**src/rtl/ddr_rx_pkg.sv**
```systemverilog
// Shared types and sizing for the DDR receive deserializer.
package ddr_rx_pkg;

    typedef logic [1:0] state_t;

    localparam state_t HUNT     = 2'd0;
    localparam state_t ASSEMBLE = 2'd1;
    localparam state_t PARITY   = 2'd2;

    localparam int unsigned BUF_DEPTH = 2;

    // Pair counter must hold 0..WIDTH/2
    function automatic int unsigned cnt_w(input int unsigned width);
        return $clog2(width / 2 + 1);
    endfunction

endpackage

```
**src/rtl/ddr_rx_fifo.sv**
```systemverilog
// Small valid/ready word buffer; head entry drives the output directly from a flop.
module ddr_rx_fifo #(
    parameter int unsigned WIDTH     = 8,
    parameter int unsigned BUF_DEPTH = ddr_rx_pkg::BUF_DEPTH
) (
    input  logic             clk,
    input  logic             rst_n,
    input  logic             push,
    input  logic [WIDTH-1:0] din,
    input  logic             pop,
    output logic [WIDTH-1:0] dout,
    output logic             valid,
    output logic             full
);

    localparam int unsigned CNT_W = $clog2(BUF_DEPTH + 1);
    localparam int unsigned PTR_W = (BUF_DEPTH > 1) ? $clog2(BUF_DEPTH) : 1;

    logic [BUF_DEPTH-1:0][WIDTH-1:0] mem_q;
    logic [BUF_DEPTH-1:0][WIDTH-1:0] mem_n;
    logic [CNT_W-1:0]                cnt_q;
    logic [CNT_W-1:0]                cnt_n;
    logic [CNT_W-1:0]                cnt_keep;

    // Pop shifts entries toward the head first, so a push while full lands in the freed slot
    always_comb begin
        mem_n    = mem_q;
        cnt_keep = cnt_q;
        if (pop) begin
            for (int i = 0; i < int'(BUF_DEPTH) - 1; i++) begin
                mem_n[i] = mem_q[i+1];
            end
            cnt_keep = cnt_q - CNT_W'(1);
        end
        cnt_n = cnt_keep;
        if (push && (cnt_keep != CNT_W'(BUF_DEPTH))) begin
            mem_n[PTR_W'(cnt_keep)] = din;
            cnt_n                   = cnt_keep + CNT_W'(1);
        end
    end

    always_ff @(posedge clk or negedge rst_n) begin
        if (!rst_n) begin
            mem_q <= '0;
            cnt_q <= '0;
            valid <= 1'b0;
            full  <= 1'b0;
        end else begin
            mem_q <= mem_n;
            cnt_q <= cnt_n;
            valid <= (cnt_n != '0);
            full  <= (cnt_n == CNT_W'(BUF_DEPTH));
        end
    end

    assign dout = mem_q[0];

endmodule

```
**src/rtl/ddr_rx_deser.sv**
```systemverilog
// DDR receive deserializer: dual-edge capture, frame alignment, word assembly, 2-entry buffer.
// Optional trailing even-parity pair enabled by defining DDR_RX_PARITY_EN.
module ddr_rx_deser
    import ddr_rx_pkg::*;
#(
    parameter int unsigned WIDTH = 8
) (
    input  logic             sys_clk,
    input  logic             sys_rst_n,
    input  logic             ddr_d,
    input  logic             ddr_frame,
    output logic [WIDTH-1:0] out_data,
    output logic             out_valid,
    input  logic             out_ready,
    output logic             frame_err,
`ifdef DDR_RX_PARITY_EN
    output logic             par_err,
`endif
    output logic             ovf_err
);

    localparam int unsigned PAIRS = WIDTH / 2;
    localparam int unsigned CNT_W = cnt_w(WIDTH);

    logic             r_bit;
    logic             f_bit;
    logic             frame_q;
    logic [1:0]       pair;
    state_t           state_q;
    state_t           state_n;
    logic [CNT_W-1:0] cnt_q;
    logic [CNT_W-1:0] cnt_n;
    logic [WIDTH-1:0] shift_q;
    logic [WIDTH-1:0] shift_n;
    logic [WIDTH-1:0] word_c;
    logic             push_c;
    logic             pop_c;
    logic             full;
    logic             frame_err_n;
`ifdef DDR_RX_PARITY_EN
    logic             par_err_n;
`endif

    // Rising-edge bit and its frame marker
    always_ff @(posedge sys_clk or negedge sys_rst_n) begin
        if (!sys_rst_n) begin
            r_bit   <= 1'b0;
            frame_q <= 1'b0;
        end else begin
            r_bit   <= ddr_d;
            frame_q <= ddr_frame;
        end
    end

    always_ff @(negedge sys_clk or negedge sys_rst_n) begin
        if (!sys_rst_n) begin
            f_bit <= 1'b0;
        end else begin
            f_bit <= ddr_d;
        end
    end

    assign pair  = {r_bit, f_bit};
    assign pop_c = out_valid & out_ready;

    always_ff @(posedge sys_clk or negedge sys_rst_n) begin
        if (!sys_rst_n) begin
            state_q   <= HUNT;
            cnt_q     <= '0;
            shift_q   <= '0;
            frame_err <= 1'b0;
            ovf_err   <= 1'b0;
`ifdef DDR_RX_PARITY_EN
            par_err   <= 1'b0;
`endif
        end else begin
            state_q   <= state_n;
            cnt_q     <= cnt_n;
            shift_q   <= shift_n;
            frame_err <= frame_err_n;
            ovf_err   <= ovf_err | (push_c & full & ~pop_c);
`ifdef DDR_RX_PARITY_EN
            par_err   <= par_err_n;
`endif
        end
    end

    // A frame marker always restarts assembly; outside HUNT it also flags the lost partial word
    always_comb begin
        state_n     = state_q;
        cnt_n       = cnt_q;
        shift_n     = shift_q;
        word_c      = shift_q;
        push_c      = 1'b0;
        frame_err_n = 1'b0;
`ifdef DDR_RX_PARITY_EN
        par_err_n   = 1'b0;
`endif
        case (state_q)
            HUNT: begin
                if (frame_q) begin
                    shift_n = {shift_q[WIDTH-3:0], pair};
                    cnt_n   = CNT_W'(1);
                    state_n = ASSEMBLE;
                end
            end
            ASSEMBLE: begin
                shift_n = {shift_q[WIDTH-3:0], pair};
                if (frame_q) begin
                    frame_err_n = 1'b1;
                    cnt_n       = CNT_W'(1);
                end else if (cnt_q == CNT_W'(PAIRS - 1)) begin
                    cnt_n = '0;
`ifdef DDR_RX_PARITY_EN
                    state_n = PARITY;
`else
                    word_c  = shift_n;
                    push_c  = 1'b1;
                    state_n = HUNT;
`endif
                end else begin
                    cnt_n = cnt_q + CNT_W'(1);
                end
            end
`ifdef DDR_RX_PARITY_EN
            PARITY: begin
                if (frame_q) begin
                    frame_err_n = 1'b1;
                    shift_n     = {shift_q[WIDTH-3:0], pair};
                    cnt_n       = CNT_W'(1);
                    state_n     = ASSEMBLE;
                end else begin
                    push_c    = 1'b1;
                    par_err_n = r_bit ^ (^shift_q);
                    cnt_n     = '0;
                    state_n   = HUNT;
                end
            end
`endif
            default: begin
                cnt_n   = '0;
                state_n = HUNT;
            end
        endcase
    end

    ddr_rx_fifo #(
        .WIDTH     (WIDTH),
        .BUF_DEPTH (BUF_DEPTH)
    ) u_fifo (
        .clk   (sys_clk),
        .rst_n (sys_rst_n),
        .push  (push_c),
        .din   (word_c),
        .pop   (pop_c),
        .dout  (out_data),
        .valid (out_valid),
        .full  (full)
    );

endmodule

```
**config.mk**
```make
export PLATFORM = sky130hd
export DESIGN_NAME = ddr_rx_deser
export DESIGN_NICKNAME = d
export VERILOG_FILES = /design/src/rtl/ddr_rx_pkg.sv /design/src/rtl/ddr_rx_fifo.sv /design/src/rtl/ddr_rx_deser.sv
export SDC_FILE = /design/constraint.sdc
export NUM_CORES = 1
export LEC_CHECK = 0
export ABC_AREA = 1
export CELL_PAD_IN_SITES_DETAIL_PLACEMENT = 1
export CELL_PAD_IN_SITES_GLOBAL_PLACEMENT = 2
export CORE_MARGIN = 4
export CORE_UTILIZATION = 38
export CTS_CLUSTER_SIZE = 10
export DETAILED_ROUTE_END_ITERATION = 12
export HOLD_SLACK_MARGIN = 0.03
export PLACE_DENSITY = 0.83
export SLEW_MARGIN = 10
export SYNTH_ARGS = -nofsm -noshare
export SYNTH_HDL_FRONTEND = slang
export SYNTH_SLANG_ARGS = --single-unit
```
**constraint.sdc**
```tcl
create_clock -name sys_clk -period 4.5 [get_ports sys_clk]
set_clock_uncertainty 0.15 [all_clocks]
set_input_delay 0.9 -clock sys_clk [delete_from_list [all_inputs] [get_ports sys_clk]]
set_output_delay 0.9 -clock sys_clk [all_outputs]
set_load 0.05 [all_outputs]
```
# --- Word level (Yosys, flattened, before mapping) ---
# Index checks and enable logic that the tools add are counted.
word_totals:
  wordCells: 62
  output_inout_bits: 11
  memories: 0
  input_bits: 5
  mem_bits_rw: 0
  latchBits: 0
  rom_bits: 0
  regBits: 38
op_classes:
  n_mux: 25
  shifts: 0
  div: 0
  magnitude_cmp: 2
  mul: 0
  n_addsub: 3
  n_bitwise: 5
  n_eq_ne: 7
  n_reduce_logical: 7
op_table:
  columns: ["op", "count"]
  rows:
  - ["two-way mux 8 bit", 7]
  - ["bitwise mux 16 bit", 1]
  - ["case mux 8 bit (2 select lines)", 1]
  - ["two-way mux 2 bit", 5]
  - ["two-way mux 3 bit", 3]
  - ["demux 8 bit (select 1 bit)", 1]
  - ["!= test 2 bit (second input constant)", 4]
  - ["case mux 3 bit (2 select lines)", 1]
  - ["two-way mux 1 bit", 5]
  - ["case mux 2 bit (2 select lines)", 1]
  - ["nonzero test 2 bit", 2]
  - ["adder 3 x 1 -> 3 bit (second input constant)", 1]
  - ["AND 1 bit", 3]
  - ["== test 3 x 2 -> 1 bit (second input constant)", 1]
  - ["AND reduction 3 bit", 1]
  - ["adder 2 x 1 -> 2 bit (second input constant)", 1]
  - ["== test 2 x 1 -> 1 bit (second input constant)", 1]
  - ["== test 2 bit (second input constant)", 1]
  - ["logical AND 1 bit", 2]
  - ["logical NOT 2 bit", 1]
  - ["< comparator 1 x 2 -> 1 bit (second input constant)", 1]
  - ["AND reduction 2 bit", 1]
  - ["subtractor 2 x 1 -> 2 bit (second input constant)", 1]
  - [">= comparator 1 bit (second input constant)", 1]
  - ["other kinds (2)", 2]

# --- Depth between registers and ports, before layout ---
logic_depth:
  word_depth: 8
  ltp_mapped: 12
  ltp_nobuf: 12

# --- Modules after synthesis ---
# Synthesis repeated with hierarchy kept, for this count alone.
hier_totals:
  cells_unflattened: 226
  hier_area_um2: 1901.8
by_module_without_submodules:
  columns: ["mod", "instances", "cells_each", "seq_area_each_um2", "area_per_inst_um2"]
  rows:
  - ["ddr_rx_fifo", 1, 129, 500.5, 1033.5]
  - ["ddr_rx_deser", 1, 97, 425.4, 868.3]

==> impl_summary.txt <==
----------------------------------------------------
[Status]
  Outcome ... finished clean

[Final layout]
  Synthesis-to-layout area growth ... 11.4%
  N_diodes ... 0
  Number of standard cells in the final layout excluding fillers ... approximately 270
  Count of nets after finishing ... 221
  Final core area utilization ... between 40% and 50%
  Fraction of final layout cells with drive strength greater than 1 ... roughly a fifth
  Number of fillers in the final layout ... 547

[Logic synthesis]
  Post-Synth Simple-Gate Area ... a little over a quarter
  Dominant combinational cell family by area after synthesis ... simple AND/OR/NAND/NOR gates
  Cell type with the highest aggregate area in the netlist ... sky130_fd_sc_hd__dfrtp_1
  Mapped Nets ... 210
  Mean instance size in the synthesized netlist ... 8.91 um^2
  Fraction of the mapped netlist area in compound gates ... between 10% and 20%
  Fraction of synthesized cell area in xor and xnor cells ... 0%
  Post-synthesis instance area ... 1810 um^2
  Synth cell types ... 25
  Adder-cell share of the synthesized area ... roughly 1.4%
  Sequential-to-total area share from yosys stat ... 51.2%
  Number of synthesized register bits ... 37
  Share of cell area taken by muxes after synthesis ... 0%
  Area contributors post-synth ... sky130_fd_sc_hd__dfrtp_1 (50%), sky130_fd_sc_hd__nand2_1 (18%), sky130_fd_sc_hd__o21ai_2 (7.8%)
  Yosys top cell area share ... 49.8%
  Post-synthesis instance total ... roughly 200
  Count of warnings emitted by yosys ... 0

[Hold path]
  Class of the most critical hold timing path ... reg -> reg

[Die]
  Standard cell core area ... ~4500 um^2
  Initial Util ... between 40% and 50%
  Vertical extent of the die ... 77.0 um
  Total die area ... 5930 um^2
  Number of cell rows ... 24
  Die Span X ... between 70 and 80 um
  # IOs ... 16

[Route]
  Final ANT Viol Nets ... 0
  Routed vias/inst ... 4.65
  Overall routed net length ... 3.53 mm
  Total vias in the final route ... around 1.2k
  Average wire per cell in the routed design ... around 13 um
  Residual DRC count ... 0
  DRC marker count from the first detailed-route iteration ... 53
  1st-pass router iterations ... 4

[Timing]
  Unrepaired setup endpoints after global routing ... no
  Number of setup violations in the final report ... 0
  Transition time of the tightest slew-check pin ... approximately 0.62 ns
  Sum Neg Setup Slack ... 0 ns
  Worst rel slew slack ... between 50% and 60%
  Pins over their slew limit ... 0
  Count of endpoints failing hold in the final timing report ... 0

[CTS]
  TritonCTS clock tree ... yes
  Num CTS Buffers ... 5
  Post-cts hold buffer count ... 0
  Cell at the root of the clock tree ... sky130_fd_sc_hd__clkbuf_8
  Level count of the clock H-tree ... 2
  Post-CTS setup buffers ... 0
  Number of buffers on the longest clock path ... 2
  Clock latency on the worst-skew pair ... between 0.2 and 0.3 ns
  Clock transition time at the flip-flop clock pins of the worst setup and hold paths ... 0.07 ns
  Clock sink count ... 37
  Post_cts resized ... 0

[GRT]
  Vias in the first global route ... around 1.3k
  Total congestion overflow ... 0
  Maximum number of pins on one net before global-route repair ... 37
  Overall global routing resource usage ... a little over an eighth
  First-pass GRT wire length ... about 6.4 mm
  Number of antenna violations at the first check in global routing ... 0

[Worst setup path]
  CP max stage cell ... sky130_fd_sc_hd__clkdlybuf4s50_1
  Critical-path maximum fanout ... 2
  CP Class ... in -> reg
  CP top delay family ... buffers and inverters
  Type of element capturing the critical path ... flop
  CP Launch Type ... primary input
  CP max stage delay ... 0.41 ns
  Worst-path cell chain ... clkdlybuf4s50_1
  Buffers plus inverters on the worst setup path ... 1
  Required @ worst endpoint ... 2.23 ns
  CP Data Arrival Time ... between 1 and 1.5 ns

[Place]
  Detailed placer's ending HPWL ... roughly 2.7 mm
  Cell count after placement ... approximately 260
  Input/output buffers ... 15
  Global placer's final weighted congestion ... 0.780

[Power]
  Leak pwr ... between 1 and 1.5 nW
  PD cells ... around 680 nW/um^2
  Largest vdd supply drop ... between 0.15 and 0.2 mV

[Run]
  Max-cap violation count ... 0

----------------------------------------------------
cell usage in the layout (no fill, tap or decap), drive strengths merged:
cell and instances:
buf 2, clkbuf 7, clkdlybuf4s50 14, clkinv 2, dfrtn 1, dfrtp 36
ha 2, inv 20, nand2 94, nand3 3, nand4 1, nor2 5
nor3 1, o211ai 1, o21ai 25, o21bai 1
cells in the mapped netlist:
cell type	number
sky130_fd_sc_hd__nand2_1	87
sky130_fd_sc_hd__dfrtp_1	36
sky130_fd_sc_hd__inv_1	16
sky130_fd_sc_hd__o21ai_2	16
sky130_fd_sc_hd__o21ai_0	9
sky130_fd_sc_hd__buf_4	8
sky130_fd_sc_hd__nand2_2	4
sky130_fd_sc_hd__inv_2	3
sky130_fd_sc_hd__nand2_4	3
sky130_fd_sc_hd__buf_2	2
sky130_fd_sc_hd__buf_6	2
sky130_fd_sc_hd__ha_1	2
sky130_fd_sc_hd__nand3_4	2
sky130_fd_sc_hd__nor2_1	2
sky130_fd_sc_hd__clkinv_2	1
sky130_fd_sc_hd__dfrtn_1	1
sky130_fd_sc_hd__inv_4	1
sky130_fd_sc_hd__nand3_1	1
sky130_fd_sc_hd__nand4_1	1
sky130_fd_sc_hd__nor2_2	1
sky130_fd_sc_hd__nor2_4	1
sky130_fd_sc_hd__nor2_8	1
sky130_fd_sc_hd__nor3_1	1
sky130_fd_sc_hd__o211ai_1	1
sky130_fd_sc_hd__o21bai_1	1
where the power goes:
part           switching [mW]  internal (mW)
logic                   0.423          0.208
registers              0.0716          0.453
clock network           0.112          0.109
flip-flops by register name (all words and copies together) (netlist names), 2 cells and up:
register,cells
shift_q,8
u_fifo.dout,8
u_fifo.mem_q,8
cnt_q,3
u_fifo.cnt_q,2
worst paths after layout:
kind / start / endpoint / slack [ns] / cells after the start
min in group asynchronous: sys_rst_n / u_fifo.mem_q[14]$_DFFE_PN0P_ / 0.53 / 2
max in group asynchronous: sys_rst_n / f_bit$_DFF_NN0_ / 1.70 / 1
worst min-delay path: ovf_err$_DFF_PN0_ / ovf_err$_DFF_PN0_ / 0.33 / 1
worst min register to register: ovf_err$_DFF_PN0_ / ovf_err$_DFF_PN0_ / 0.33 / 1
worst max-delay path: ddr_d / f_bit$_DFF_NN0_ / 0.92 / 1
worst max register to register: f_bit$_DFF_NN0_ / u_fifo.dout[0]$_DFF_PN0_ / 1.31 / 4
per-stage QoR:
stage          cell area [um^2]  hold slack [ns]  power (mW)  setup slack (ns)
2_1_floorplan              1810            0.303        1.04              1.06
3_3_place_gp               1930            0.311        1.14             0.621
3_5_place_dp               1930            0.320        1.17             0.613
4_1_cts                    2010            0.340        1.40             0.923
5_1_grt                    2010            0.370        1.49             0.918
6_report                   2010            0.330        1.38             0.918
layer usage:
metal	wire [um]	vias up	GRT usage [%]	part of all wire (%)
li1	-	635	-	-
met1	1730	578	17.7	49
met2	1600	21	21.3	45
met3	144	7	4.22	4.1
met4	50	0	4.27	1.4
met5	0	-	0	0
layout make-up:
cell class	count	area (um^2)	area share, %
sequential	37	926	46.0
multi-input combinational	133	707	35.1
inverter	21	82.6	4.10
clock inverter	1	5.00	0.248
timing repair buffer	16	153	7.58
tap	52	65.1	3.23
clock buffer	7	76.3	3.79
cells by family (layout without fill, tap and decap cells):
logic type,Yosys count,after routing
DFF,37,37
and+or+nand+nor,104,104
buffers and inverters,33,45
AOI/OAI and AO/OA,27,27
adders and majority gates,2,2
(Power assumes the default switching activity.)
